$ cat config.mk
export PLATFORM = sky130hd
export DESIGN_NAME = mem_bus_arbiter
export DESIGN_NICKNAME = d
export VERILOG_FILES = /design/src/rtl/mem_bus_arbiter.sv
export SDC_FILE = /design/constraint.sdc
export NUM_CORES = 1
export LEC_CHECK = 0
export ABC_AREA = 1
export CORE_UTILIZATION = 40
export DETAILED_ROUTE_END_ITERATION = 16
export GPL_TIMING_DRIVEN = 0
export PLACE_DENSITY = 0.9
export SLEW_MARGIN = 25
export SYNTH_ARGS = -nofsm -noshare
export SYNTH_HDL_FRONTEND = slang
export SYNTH_SLANG_ARGS = --single-unit
$ cat constraint.sdc
create_clock -name clk -period 2 [get_ports clk]
set_input_delay 0.2 -clock clk [delete_from_list [all_inputs] [get_ports clk]]
set_output_delay 0.2 -clock clk [all_outputs]
set_load 0.05 [all_outputs]
$ cat src/rtl/mem_bus_arbiter.sv
// Round-robin arbiter giving CH bus masters turns on a single-ported memory.
// Each grant runs IDLE -> ACCESS (LAT+1 cycles) -> DONE (one-cycle ack).
module mem_bus_arbiter #(
  parameter int N   = 16,
  parameter int A   = 16,
  parameter int CH  = 2,
  parameter int LAT = 1
) (
  input  logic             clk,
  input  logic             reset,
  input  logic [CH-1:0]    req,
  input  logic [CH-1:0]    rw,
  input  logic [CH*A-1:0]  addr,
  input  logic [CH*N-1:0]  wdata,
  output logic [CH-1:0]    ack,
  output logic [N-1:0]     rdata,
  output logic [CH-1:0]    gnt,
  output logic             busy,
  output logic [A-1:0]     Address,
  output logic [N-1:0]     Dout,
  input  logic [N-1:0]     Din,
  output logic             RW
);

  localparam int PW = (CH > 1) ? $clog2(CH) : 1;

  typedef enum logic [1:0] {IDLE, ACCESS, DONE} state_t;

  state_t        state, state_d;
  logic [PW-1:0] ptr, ptr_d, win, cand;
  logic [3:0]    cnt, cnt_d;
  logic [CH-1:0] ack_d, gnt_d;
  logic [N-1:0]  rdata_d, dout_d;
  logic [A-1:0]  addr_d;
  logic          busy_d, rw_d;

  function automatic logic [PW-1:0] wrap_add(input logic [PW-1:0] base, input int k);
    int s;
    s = int'(base) + k;
    if (s >= CH) s = s - CH;
    return PW'(s);
  endfunction

  // Walk the offsets from the far end so the requester nearest to ptr wins.
  always_comb begin
    win  = '0;
    cand = '0;
    for (int k = CH - 1; k >= 0; k--) begin
      cand = wrap_add(ptr, k);
      if (req[cand]) win = cand;
    end
  end

  // NOTE: every signal is given its hold value before the case so that no
  // path leaves it unassigned; a missing default here would infer a latch.
  always_comb begin
    state_d = state;
    ptr_d   = ptr;
    cnt_d   = cnt;
    ack_d   = '0;
    gnt_d   = gnt;
    busy_d  = busy;
    rdata_d = rdata;
    addr_d  = Address;
    dout_d  = Dout;
    rw_d    = RW;
    case (state)
      IDLE: begin
        if (|req) begin
          addr_d  = addr[int'(win)*A +: A];
          dout_d  = wdata[int'(win)*N +: N];
          rw_d    = rw[win];
          gnt_d   = CH'(1) << win;
          busy_d  = 1'b1;
          ptr_d   = wrap_add(win, 1);
          cnt_d   = '0;
          state_d = ACCESS;
        end
      end
      ACCESS: begin
        if (cnt == 4'(LAT)) begin
          if (RW) rdata_d = Din;
          ack_d   = gnt;
          // The write strobe ends with the access; DONE only signals completion.
          rw_d    = 1'b1;
          state_d = DONE;
        end else begin
          cnt_d = cnt + 4'd1;
        end
      end
      DONE: begin
        gnt_d   = '0;
        busy_d  = 1'b0;
        rw_d    = 1'b1;
        state_d = IDLE;
      end
      default: state_d = IDLE;
    endcase
  end

  // NOTE: state registers use non-blocking assignments so every flop samples
  // the pre-edge values regardless of block evaluation order.
  always_ff @(posedge clk or negedge reset) begin
    if (!reset) begin
      state   <= IDLE;
      ptr     <= '0;
      cnt     <= '0;
      ack     <= '0;
      gnt     <= '0;
      busy    <= 1'b0;
      rdata   <= '0;
      Address <= '0;
      Dout    <= '0;
      RW      <= 1'b1;
    end else begin
      state   <= state_d;
      ptr     <= ptr_d;
      cnt     <= cnt_d;
      ack     <= ack_d;
      gnt     <= gnt_d;
      busy    <= busy_d;
      rdata   <= rdata_d;
      Address <= addr_d;
      Dout    <= dout_d;
      RW      <= rw_d;
    end
  end

endmodule

**Yosys cells after proc, flatten, opt, wreduce, memory -nomap -nowiden**

Index checks and enable logic that the tools add are counted.

- Flip-flop bits (word level): 61
- Input bits: 86
- Word-level logic and storage cells: 68

- Order comparisons: 6
- Shift-type cells: 3
- Add/sub/neg operators: 6
- Reduce and logical (&&, ||, !) cells: 11
- Eq/ne operators: 6
- Muxes and demuxes: 26

Operators with widths:

| cell | number |
|---|---|
| $shiftx A32 B6 Y16 | 2 |
| $mux W1 | 14 |
| $mux W2 | 5 |
| $reduce_and A3 Y1 | 3 |
| $mux W4 | 2 |
| $pmux W2 S2 | 2 |
| $pmux W4 S2 | 1 |
| $lt A1 B2 Y1 const B | 3 |
| $ne A2 B2 Y1 const B | 3 |
| $reduce_and A2 Y1 | 3 |
| $add A1 B1 Y2 const B | 2 |
| $add A4 B1 Y4 const B | 1 |
| $eq A4 B1 Y1 const B | 1 |
| $ge A2 B2 Y1 const B | 2 |
| $reduce_bool A2 Y1 | 2 |
| $pmux W1 S3 | 1 |
| $reduce_bool A3 Y1 | 1 |
| $sub A1 B1 Y1 const B | 3 |
| $eq A2 B1 Y1 const B | 1 |
| $eq A2 B2 Y1 const B | 1 |
| $ge A1 B2 Y1 const B | 1 |
| $logic_not A2 Y1 | 1 |
| $pmux W1 S2 | 1 |
| $reduce_or A2 Y1 | 1 |
| $shl A1 B1 Y2 const A | 1 |

**Depth between registers and ports, before layout**

Gate-level depths: netlist of the first run.

- Depth in word-level cells: 11
- Mapped depth: 8

**Worst setup path after synthesis of the first run**

No wires, ideal clock.

- Path type: register to register
- Start point: reg RW
- End point: reg rdata[0]
- Required time: 1.934 ns
- Period minus slack after synthesis: 1.433 ns
- Slack: 0.567 ns
- Arrival time: 1.367 ns
- Buffers on the path: 2
- Stages on the path, launching flop included: 5
- Cells stage by stage: dfstp_2 > buf_2 > clkbuf_1 > nand3_1 > nand2_1

- Longest elaborated chain between the ends: 1

Ends and longest elaborated chain:

| what | line | source |
|---|---|---|
| start, declared | 22 | `output logic RW` |
| start signal, assigned | 125 | `RW <= rw_d;` |
| $reduce_and A3 Y1 (no source line) | -- |  |
| end signal, assigned | 122 | `rdata <= rdata_d;` |
| end, declared | 16 | `output logic [N-1:0] rdata,` |

Every way passes these cells.
A chain may end at the register's enable or synchronous reset.

**Worst setup path after layout of the first run**

- Start point: reg RW
- End point: out RW

No word-level cell between the ends.

==> run_results.csv, run 1 <==
group,metric,value,unit
finish,num_antenna_cells,0,
finish,area_delta_synth_final,61.6,%
status,status,"finished clean",
sta,hold_viol,0,
finish,drive_above_1_share,8.44,%
power,p_leak,2.04,nW
placed_design,dpl_cell_area,4340,um2
worst_setup_path,startpoint_type,"flip-flop",
clocking,cts_root_buf,"clkbuf_8",
synthesis,synth_cell_types,25,
clocking,clock-sinks,61,
floorplanning,chipHeight,85.8,um
clocking,clk_pin_slew,0.07,ns
synthesis,synthArstFlopShare,100,%
worst_setup_path,cp-end-kind,"primary output",
synthesis,synth_warnings,0,
finish,finalNetCount,574,
placed_design,portBuffers,139,
sta,max_freq,537,MHz
global_routing,gr-total-overflow,0,
sta,min_period_over_period,93.2,%
synthesis,synthSimpleGateAreaFrac,22.8,%
clocking,cts.path.max_buffers,2,
global_routing,grt_pass1_vias,2854,
routing,highest_layer,"met4",
worst_setup_path,worstPathRequired,1.80,ns
finish,final_core_util,66.8,%
sta,period_minus_slack,1.86,ns
clocking,htreeDepth,3,
worst_setup_path,reg2reg_setup_slack,0.25,ns
sta,slew_viol_final,0,
synthesis,muxShareOfSynthArea,0,%
global_routing,antenna_found_initial,0,
routing,initialDrtViolationCount,104,
synthesis,synth_top_area_cell,"dfrtp_1",
routing,dr_total_vias,2881,
sta,tightest_slew,0.534,ns
global_routing,grt_pass1_wl,13.4,mm
sta,rsz0062_at_grt,"no",
synthesis,synth_xor_area_share,0.312,%
routing,drc,0,
synthesis,yosysSeqAreaShare,54.4,%
placed_design,routabilityCongestion,0.819,
synthesis,ys_seq_elements,61,
sta,fin_skew,0.00785,ns
worst_setup_path,max_stage_delay,0.81,ns
clocking,cts_setup_buffers,0,
finish,fin_area,4540,um2
routing,first_pass_iters,4,
routing,wl,8.25,mm
synthesis,synthesis.nets,422,
floorplanning,start_util,41.3,%
clocking,cts_tree,"yes",
synthesis,synth_top_area_share,53.5,%
floorplanning,die_area,7360,um2
clocking,cts_buffers,9,
worst_setup_path,critPathTopFamily,"buffers and inverters",
synthesis,syn_area_per_cell,8.54,um2
synthesis,synthAdderAreaFrac,3.12,%
worst_setup_path,slowest_stage,"clkdlybuf4s50_1",
power,power.density,1780,nW/um2
placed_design,dp_hpwl,6.16,mm
floorplanning,rows,30,
sta,slew_headroom,64.3,%
synthesis,syn_area,2810,um2
synthesis,synth_top_family_by_area,"simple AND/OR/NAND/NOR gates",
routing,detail_route.vias_per_cell,4.95,
floorplanning,io_pins,140,
worst_setup_path,path_max_fanout,2,
clocking,cts_resized,0,
finish,final_common_cell,"clkdlybuf4s50_1",
clocking,clock_latency,0.33,ns
worst_setup_path,path_cells,"clkdlybuf4s50_1",
sta,final.setup.tns,0,ns
worst_setup_path,r2r_start,"state[1]$_DFFE_PN0P_",
synthesis,ys.flop_type,"dfrtp_1",
worst_setup_path,cp_data_arrival_time,1.66,ns
routing,drt-met1-wl,3.48,mm
finish,fillers,533,
global_routing,grt_max_degree,35,
synthesis,netlist_instances,329,
worst_setup_path,critPathLaunch,"RW$_DFFE_PN1P_",
routing,ant_nets,0,
synthesis,synth_edf_count,0,
flow_run,cap_violations,0,
synthesis,synth_compound_area_share,13.8,%
worst_setup_path,critical_path_class,"flip-flop to primary output",
worst_setup_path,r2r_end,"Address[13]$_DFFE_PN0P_",
worst_hold_path,hp-class,"input pin to asynchronous set/reset pin",
floorplanning,core_area,6790,um2
finish,layout_common_cells,"clkdlybuf4s50_1 (138), nand2_1 (84), dfrtp_1 (60)",
global_routing,grtUsageTotal,23.6,%
floorplanning,die_w,85.8,um
routing,wl_per_cell,14.2,um
power,power,8.09,mW
power,irDropWorstVdd,0.988,mV
synthesis,ys_top_cells_by_area,"dfrtp_1 (53%), nand2_1 (11%), o21ai_0 (7.7%), o21ai_1 (5.5%), nor2_1 (4.9%)",
worst_setup_path,worst-path-buf-inv,1,
routing,route.met2.wl,4.15,mm
sta,setup_viol,0,
routing,dr_wl_met3,378,um
worst_setup_path,rr_worst_depth,7,
## area by class of cell
class,count,area [um2],area share [%]
inverter,15,58.8,1.30
sequential,61,1530,33.6
buffer,16,98.8,2.18
timing repair buffer,141,1420,31.2
clock buffer,12,145,3.20
multi-input combinational,237,1120,24.7
clock inverter,4,47.5,1.05
tap,96,120,2.65
## power breakdown
group / internal, mW / leakage, nW / switching [mW] / total (mW)
Sequential: 1.84 / 0.747 / 0.349 / 2.19
Combinational: 1.60 / 1.20 / 3.24 / 4.84
Clock: 0.606 / 0.0964 / 0.465 / 1.07
## flip-flops by register name, indices dropped and copies added, names as in the netlist
name     count
rdata       16
Address     16
gnt          2
cnt          4
RW           1
Dout        16
state        2
ptr          1
ack          2
busy         1
## cell usage after synthesis (2+ instances only)
cell      instances
o21ai_1          31
nand2_1          84
inv_1            12
inv_2             2
ha_1              7
nand3b_1          2
dfrtp_1          60
o21ai_0          43
nor2_1           37
buf_2             9
nand3_1          25
buf_4             3
buf_6             2
## worst max path at each step
stage | end | slack [ns] | depth (start not counted)
4_1_cts | RW | 0.12 | 1
3_5_place_dp | Address[13]$_DFFE_PN0P_ | 0.20 | 6
2_1_floorplan | rdata[0]$_DFFE_PN0P_ | 0.57 | 4
5_1_grt | RW | 0.11 | 1
3_3_place_gp | Dout[6]$_DFFE_PN0P_ | -1.22 | 1
6_report | RW | 0.14 | 1
## repair_timing
| action | in CTS | in global routing |
|---|---|---|
| setup endpoints to repair | 0 | 0 |
| endpoints found under the hold margin | 27 | 0 |
| hold buffers | 1 | 0 |
## metal layers
layer,track usage [%],vias to the layer above
met5,0,-
met4,10.0,0
met3,5.58,20
met2,40.9,106
met1,28.2,1376
li1,-,1379
## cells by family after synthesis
logic type / after synthesis
flops: 61
xor+xnor: 1
simple gates: 154
fa+ha+maj: 7
buf+inv: 31
compound gates: 75
## stage by stage
stage	cells	setup slack, ns	hold slack (ns)
2_1_floorplan	329	0.567	-0.0956
3_3_place_gp	564	-1.22	0.455
3_5_place_dp	565	0.198	0.145
4_1_cts	582	0.121	0.353
5_1_grt	582	0.107	0.373
6_report	582	0.136	0.360
Note: power is estimated with default switching activity, not from simulation.
==> run 2, diff against run 1 <==
- CAP_MARGIN: default -> 10
- MAX_ROUTING_LAYER: default -> met4
==> run 2 against run 1 <==
  * Clock power hardly changed
  * Cell area stayed put
  * Global-route usage grew 0.72 points
  * Die area unchanged
  * First-iteration DRC count is 0.96% lower
  * Worst hold slack improved by 0.0029 ns
  * Worst setup slack better by 0.0027 ns
  * Clock skew is essentially flat
  * Final cell count unchanged
==> run_results.csv, run 2 (synthesis results as in run 1) <==
group,metric,value,unit
status,status,"finished clean",
finish,finalNetCount,574,
routing,dr_total_vias,2885,
clocking,cts_buffers,9,
floorplanning,chipHeight,85.8,um
clocking,cts.path.max_buffers,2,
worst_setup_path,path_cells,"clkdlybuf4s50_1",
finish,fillers,533,
floorplanning,rows,30,
power,p_leak,2.04,nW
floorplanning,die_w,85.8,um
worst_setup_path,worstPathRequired,1.80,ns
routing,first_pass_iters,4,
worst_setup_path,slowest_stage,"clkdlybuf4s50_1",
power,power.density,1780,nW/um2
routing,ant_nets,0,
sta,slew_headroom,64.3,%
worst_setup_path,max_stage_delay,0.81,ns
clocking,clk_pin_slew,0.07,ns
routing,wl,8.27,mm
worst_setup_path,r2r_end,"Address[13]$_DFFE_PN0P_",
sta,hold_viol,0,
sta,tightest_slew,0.533,ns
finish,drive_above_1_share,8.44,%
finish,final_common_cell,"clkdlybuf4s50_1",
finish,multi_input_area,1120,um2
worst_setup_path,rr_worst_depth,7,
finish,layout_common_cells,"clkdlybuf4s50_1 (138), nand2_1 (84), dfrtp_1 (60)",
placed_design,portBuffers,139,
global_routing,gr-total-overflow,0,
placed_design,routabilityCongestion,0.831,
floorplanning,core_area,6790,um2
sta,fin_skew,0.00758,ns
worst_setup_path,cp_data_arrival_time,1.66,ns
worst_setup_path,reg2reg_setup_slack,0.24,ns
finish,num_antenna_cells,0,
global_routing,grt_max_degree,35,
sta,timing.hold.ws,0.363,ns
global_routing,antenna_found_initial,0,
clocking,cts_root_buf,"clkbuf_8",
sta,final.setup.tns,0,ns
floorplanning,die_area,7360,um2
global_routing,grt_pass1_vias,2848,
placed_design,dp_hpwl,6.16,mm
worst_setup_path,path_max_fanout,2,
sta,slew_viol_final,0,
finish,seq_area,1530,um2
clocking,htreeDepth,3,
worst_hold_path,hp-class,"input pin to asynchronous set/reset pin",
routing,wl_per_cell,14.2,um
routing,detail_route.vias_per_cell,4.96,
sta,min_period_over_period,93.1,%
power,irDropWorstVdd,0.988,mV
worst_setup_path,worst-path-buf-inv,1,
routing,drc,0,
clocking,clock-sinks,61,
sta,rsz0062_at_grt,"no",
finish,fin_cells,582,
global_routing,grt_pass1_wl,13.4,mm
sta,max_freq,537,MHz
global_routing,grtUsageTotal,24.4,%
clocking,clock_latency,0.33,ns
worst_setup_path,critPathTopFamily,"buffers and inverters",
flow_run,cap_violations,0,
worst_setup_path,cp-end-kind,"primary output",
floorplanning,io_pins,140,
routing,initialDrtViolationCount,103,
finish,area_delta_synth_final,61.6,%
worst_setup_path,startpoint_type,"flip-flop",
worst_setup_path,r2r_start,"state[1]$_DFFE_PN0P_",
worst_setup_path,critical_path_class,"flip-flop to primary output",
sta,setup_viol,0,
sta,period_minus_slack,1.86,ns
finish,top_regs,"Address: 16 flops, Dout: 16 flops, rdata: 16 flops",
placed_design,dp_cells,565,
clocking,cts_tree,"yes",
floorplanning,start_util,41.3,%
## run 2: cell counts in the layout (fill, tap and decap cells not counted)
No cell type changed its count.
## run 2: report_power, final
part           internal (mW)  switching, mW  leakage [nW]
clock                  0.606          0.463        0.0964
combinational           1.60           3.25          1.20
sequential              1.84          0.350         0.747
## run 2: timing repair
action | in CTS | in global routing
hold buffers | 1 | 0
buffers inserted | 0 | 0
gates resized for setup | 0 | 0
endpoints found under the hold margin | 27 | 0
## run 2: metal layers
| metal | routed length, um | up-vias | track usage [%] |
|---|---|---|---|
| li1 | - | 1382 | - |
| met1 | 3490 | 1374 | 28.4 |
| met2 | 4190 | 111 | 40.9 |
| met3 | 376 | 18 | 5.39 |
| met4 | 216 | 0 | 10.0 |
| met5 | 0 | - | - |
## run 2: through the flow
stage	utilization, %	area (um2)	worst slack, ns	power (mW)
after floorplan	-	2810	0.567	5.31
after global placement	63.6	4320	-1.22	6.89
after detailed placement	63.8	4340	0.198	7.05
after CTS	66.8	4540	0.121	8.14
after global routing	66.8	4540	0.102	8.56
final	66.8	4540	0.139	8.10
## run 2: area by class of cell
class / instances / share of cell area [%]
well taps: 96 / 2.65
clock buffers: 12 / 3.20
inverters: 15 / 1.30
repair buffers: 141 / 31.2
multi-input cells: 237 / 24.7
flip-flops and latches: 61 / 33.6
clock inverters: 4 / 1.05
plain buffers: 16 / 2.18
## run 2: worst max-delay path by stage
stage                          from                       to  cells past startpoint
6_report             RW$_DFFE_PN1P_                       RW                      1
2_1_floorplan        RW$_DFFE_PN1P_     rdata[0]$_DFFE_PN0P_                      4
4_1_cts              RW$_DFFE_PN1P_                       RW                      1
3_3_place_gp                  reset      Dout[6]$_DFFE_PN0P_                      1
5_1_grt        state[0]$_DFFE_PN0P_     Dout[12]$_DFFE_PN0P_                      7
3_5_place_dp                 req[1]  Address[13]$_DFFE_PN0P_                      6
==> run 3, diff against run 2 <==
- CTS_BUF_LIST: default -> sky130_fd_sc_hd__clkbuf_4 sky130_fd_sc_hd__clkbuf_8 sky130_fd_sc_hd__clkbuf_16
- SETUP_SLACK_MARGIN: default -> 0.5
==> run 3 against run 2 <==
  * Worst setup slack better by 0.40 ns
  * Flip-flop and latch count stayed put
  * Die area stayed put
  * Worst hold slack got worse by 0.012 ns
  * Global-route usage grew 0.19 points
  * Routed wire length grew 2.6%
  * Final cell count grew 1.0%
  * Sequential power about the same
  * Register-to-register slack gained 0.30 ns
  * Clock-buffer cell count did not move
  * Cell area rose by 0.83%
==> run_results.csv, run 3 (synthesis results as in run 1) <==
group,metric,value,unit
power,irDropWorstVdd,0.936,mV
sta,fin_skew,0.00741,ns
clocking,htreeDepth,3,
clocking,clock-sinks,61,
routing,detail_route.vias_per_cell,4.90,
finish,multi_input_area,1160,um2
finish,fin_cells,588,
worst_setup_path,path_max_fanout,7,
clocking,cts_tree,"yes",
floorplanning,start_util,41.3,%
worst_setup_path,r2r_end,"cnt[0]$_DFFE_PN0P_",
sta,max_freq,685,MHz
routing,drc,0,
finish,fillers,539,
global_routing,grt_pass1_wl,13.5,mm
floorplanning,die_w,85.8,um
sta,tightest_slew,0.531,ns
floorplanning,core_area,6790,um2
power,power.density,1740,nW/um2
clocking,cts_buffers,9,
worst_setup_path,startpoint_type,"flip-flop",
global_routing,grtUsageTotal,24.6,%
status,status,"finished clean",
placed_design,dp_cells,565,
worst_hold_path,hp-class,"input pin to asynchronous set/reset pin",
routing,wl_per_cell,14.4,um
power,p_leak,2.20,nW
floorplanning,chipHeight,85.8,um
clocking,cts.path.max_buffers,2,
clocking,clk_pin_slew,0.07,ns
placed_design,dpl_cell_area,4340,um2
power,power,7.95,mW
global_routing,antenna_found_initial,0,
clocking,cts_root_buf,"clkbuf_8",
finish,num_antenna_cells,0,
flow_run,cap_violations,0,
routing,wl,8.49,mm
worst_setup_path,worstPathRequired,2.23,ns
finish,area_delta_synth_final,63.0,%
finish,seq_area,1530,um2
finish,top_regs,"Address: 16 flops, Dout: 16 flops, rdata: 16 flops",
global_routing,grt_pass1_vias,2855,
worst_setup_path,reg2reg_setup_slack,0.54,ns
finish,fin_area,4580,um2
finish,finalNetCount,580,
worst_setup_path,critical_path_class,"flip-flop to flip-flop",
sta,slew_headroom,64.7,%
worst_setup_path,r2r_start,"state[1]$_DFFE_PN0P_",
sta,hold_viol,0,
clocking,clock_latency,0.34,ns
routing,first_pass_iters,4,
sta,setup_viol,0,
sta,period_minus_slack,1.46,ns
sta,min_period_over_period,73.0,%
sta,slew_viol_final,0,
routing,ant_nets,0,
floorplanning,io_pins,140,
floorplanning,rows,30,
worst_setup_path,cp-end-kind,"flip-flop",
sta,rsz0062_at_grt,"yes",
routing,dr_total_vias,2880,
finish,layout_common_cells,"nand2_1 (84), clkdlybuf4s50_1 (84), dfrtp_1 (59)",
floorplanning,die_area,7360,um2
worst_setup_path,cp_data_arrival_time,1.69,ns
placed_design,routabilityCongestion,0.831,
worst_setup_path,rr_worst_depth,6,
placed_design,portBuffers,139,
finish,drive_above_1_share,11.6,%
routing,initialDrtViolationCount,99,
global_routing,gr-total-overflow,0,
placed_design,dp_hpwl,6.16,mm
global_routing,grt_max_degree,35,
[run 3: layer usage]
metal / global-route usage [%] / part of all wire [%] / vias up
met4: 10.8 / 2.6 / 0
li1: - / - / 1389
met5: - / 0 / -
met3: 5.20 / 4.9 / 18
met1: 28.4 / 41 / 1371
met2: 41.4 / 51 / 102
[run 3: per-stage QoR]
| step | util [%] | hold slack [ns] | TNS [ns] | setup WS (ns) |
|---|---|---|---|---|
| 4_1_cts | 66.7 | 0.353 | 0 | 0.395 |
| 5_1_grt | 67.4 | 0.368 | 0 | 0.460 |
| 3_5_place_dp | 63.8 | 0.145 | 0 | 0.198 |
| 6_report | 67.4 | 0.350 | 0 | 0.541 |
| 2_1_floorplan | - | -0.0956 | 0 | 0.567 |
| 3_3_place_gp | 63.6 | 0.455 | -73.47 | -1.22 |
[run 3: worst max-delay path: stages, from the launching register on]
cell and delay [ns]:
dfrtp_1 0.42, inv_2 0.10, ha_4 0.20, or2_2 0.32, nand3_2 0.12, nand2_1 0.08, o21ai_0 0.12
[run 3: final cells by class]
class                           count  area share, %
Clock inverter                      4           1.04
Inverter                           15           1.39
Sequential cell                    61           33.4
Timing Repair Buffer              147           30.4
Multi-Input combinational cell    237           25.4
Tap cell                           96           2.62
Clock buffer                       12           3.33
Buffer                             16           2.49
[run 3: worst max path at each step]
stage | from | end | slack [ns] | depth (start not counted)
floorplan | RW$_DFFE_PN1P_ | rdata[0]$_DFFE_PN0P_ | 0.57 | 4
global placement | reset | Dout[6]$_DFFE_PN0P_ | -1.22 | 1
detailed placement | req[1] | Address[13]$_DFFE_PN0P_ | 0.20 | 6
CTS | RW$_DFFE_PN1P_ | RW | 0.39 | 1
global route | state[1]$_DFFE_PN0P_ | state[1]$_DFFE_PN0P_ | 0.46 | 6
finish | state[1]$_DFFE_PN0P_ | cnt[0]$_DFFE_PN0P_ | 0.54 | 6
[run 3: where the power goes]
part / total, mW / switching, mW / internal [mW]
combinational: 4.66 / 3.31 / 1.35
sequential: 2.18 / 0.341 / 1.84
clock: 1.11 / 0.476 / 0.633
total: 7.95 / 4.13 / 3.82
[run 3: repair_timing]
item	in CTS	in global routing
setup buffers	2	4
cloned	0	0
hold buffers	1	0
setup endpoints to repair	102	48
hold endpoints to repair	27	0
pin swaps	0	2
gates resized for setup	64	10
==> RTL edit: new RTL, config.mk and constraints of run 2 <==
Change the parameter `N` from 16 to 8.
--- a/src/rtl/mem_bus_arbiter.sv
+++ b/src/rtl/mem_bus_arbiter.sv
@@ -1,7 +1,7 @@
 // Round-robin arbiter giving CH bus masters turns on a single-ported memory.
 // Each grant runs IDLE -> ACCESS (LAT+1 cycles) -> DONE (one-cycle ack).
 module mem_bus_arbiter #(
-  parameter int N   = 16,
+  parameter int N   = 8,
   parameter int A   = 16,
   parameter int CH  = 2,
   parameter int LAT = 1
Ports: changed (resized Din, Dout, rdata and wdata); port bits go from 140 to 100. No check against the original RTL was run, so the function may have changed too.
==> RTL edit against run 2 <==
  * Synthesized cell count fell by 24%
  * Worst hold slack improved by 0.073 ns
  * Synthesized area fell by 22%
  * Sequential cell count fell by 16
  * Wire length fell by 30%
  * Global-route usage fell by 3.1 points
  * Design area fell by 25%
  * Combinational power fell by 26%
  * Total power fell by 29%
  * Worst setup slack improved by 0.050 ns
  * Clock power fell by 50%
  * Largest power group unchanged
==> RTL edit: results (changes against run 2) <==
stage,metric,value,unit,change
outcome,status,"finished, final reports clean",,unchanged
clock_tree,"Clk Latency, worst-skew pair",0.29,ns,was 0.33 ns
timing,Tightest Pin Transition,0.560,ns,was 0.533 ns
synth,XOR/XNOR share of the synthesized area,0.399,%,was 0.312%
grt,first-pass GRT wire length,9490,um,was 13400 um
detailed_routing,WL/cell,13.6,um,was 14.2 um
cells_and_area,share of cells above drive strength 1,11.2,%,was 8.44%
power_and_ir_drop,Worst VDD drop,0.000693,V,was 0.000988 V
critical_path,register-to-register setup slack,0.34,ns,was 0.24 ns
placement,placed cell count,419,,was 565
critical_path,Worst EP arrival,1.61,ns,was 1.66 ns
power_and_ir_drop,static leakage,1.50,nW,was 2.04 nW
cells_and_area,leading registers by flop count,"Address (16), Dout (8), rdata (8)",,"was Address (16), Dout (16), rdata (16)"
placement,DP HPWL,4350,um,was 6160 um
synth,Adder-Cell Fraction of Synth Area,3.99,%,was 3.12%
timing,Worst Skew,0.00819,ns,was 0.00758 ns
timing,WHS,0.436,ns,was 0.363 ns
synth,"Net Count, Synth",318,,was 422
synth,post-synthesis sequential area ratio,51.3,%,was 54.4%
grt,gr usage total,21.3,%,was 24.4%
clock_tree,number of buffers created by CTS,5,,was 9
timing,final worst slack,0.188,ns,was 0.139 ns
synth,synth top area cells,"dfrtp_1 (50%), nand2_1 (10%), o21ai_2 (6.8%)",,"was dfrtp_1 (53%), nand2_1 (11%), o21ai_0 (7.7%)"
detailed_routing,First DRT Iteration DRCs,129,,was 103
clock_tree,H-tree depth,2,,was 3
synth,Post-synth top cells,"nand2_1 (61), dfrtp_1 (44), nor2_1 (31)",,"was nand2_1 (84), dfrtp_1 (60), o21ai_0 (43)"
synth,syn_area_per_cell,8.82,um^2,was 8.54 um^2
detailed_routing,DRT Pass-1 Iters,5,,was 4
## RTL edit: final cells by class
class / count / share of cell area (%)
multi-input cells: 182 / 27.8
flip-flops and latches: 45 / 33.3
well taps: 70 / 2.58
plain buffers: 9 / 2.18
inverters: 13 / 1.59
clock buffers: 8 / 2.36
repair buffers: 101 / 30.2
## RTL edit: cell families (layout without fill, tap and decap cells)
family / count (synthesis) / count (layout)
simple gates: 115 / 115
compound gates: 59 / 59
flops: 45 / 45
buf+inv: 22 / 131
fa+ha+maj: 7 / 7
xor+xnor: 1 / 1
## RTL edit: power by group
part           internal, mW  switching, mW
logic                  1.23           2.37
clock network         0.248          0.282
registers              1.34          0.249
## RTL edit: per-layer routing
layer	track usage, %	routed length, um	vias up
li1	-	-	1030
met1	24.2	2370	977
met2	36.8	2950	73
met3	3.23	281	18
met4	10.2	197	0
met5	-	0	-
## RTL edit: timing repair
action,in CTS,in global routing
hold endpoints to repair,22,0
hold buffers,1,0
setup buffers,0,0
resized for setup,0,0
endpoints found under the setup margin,0,0
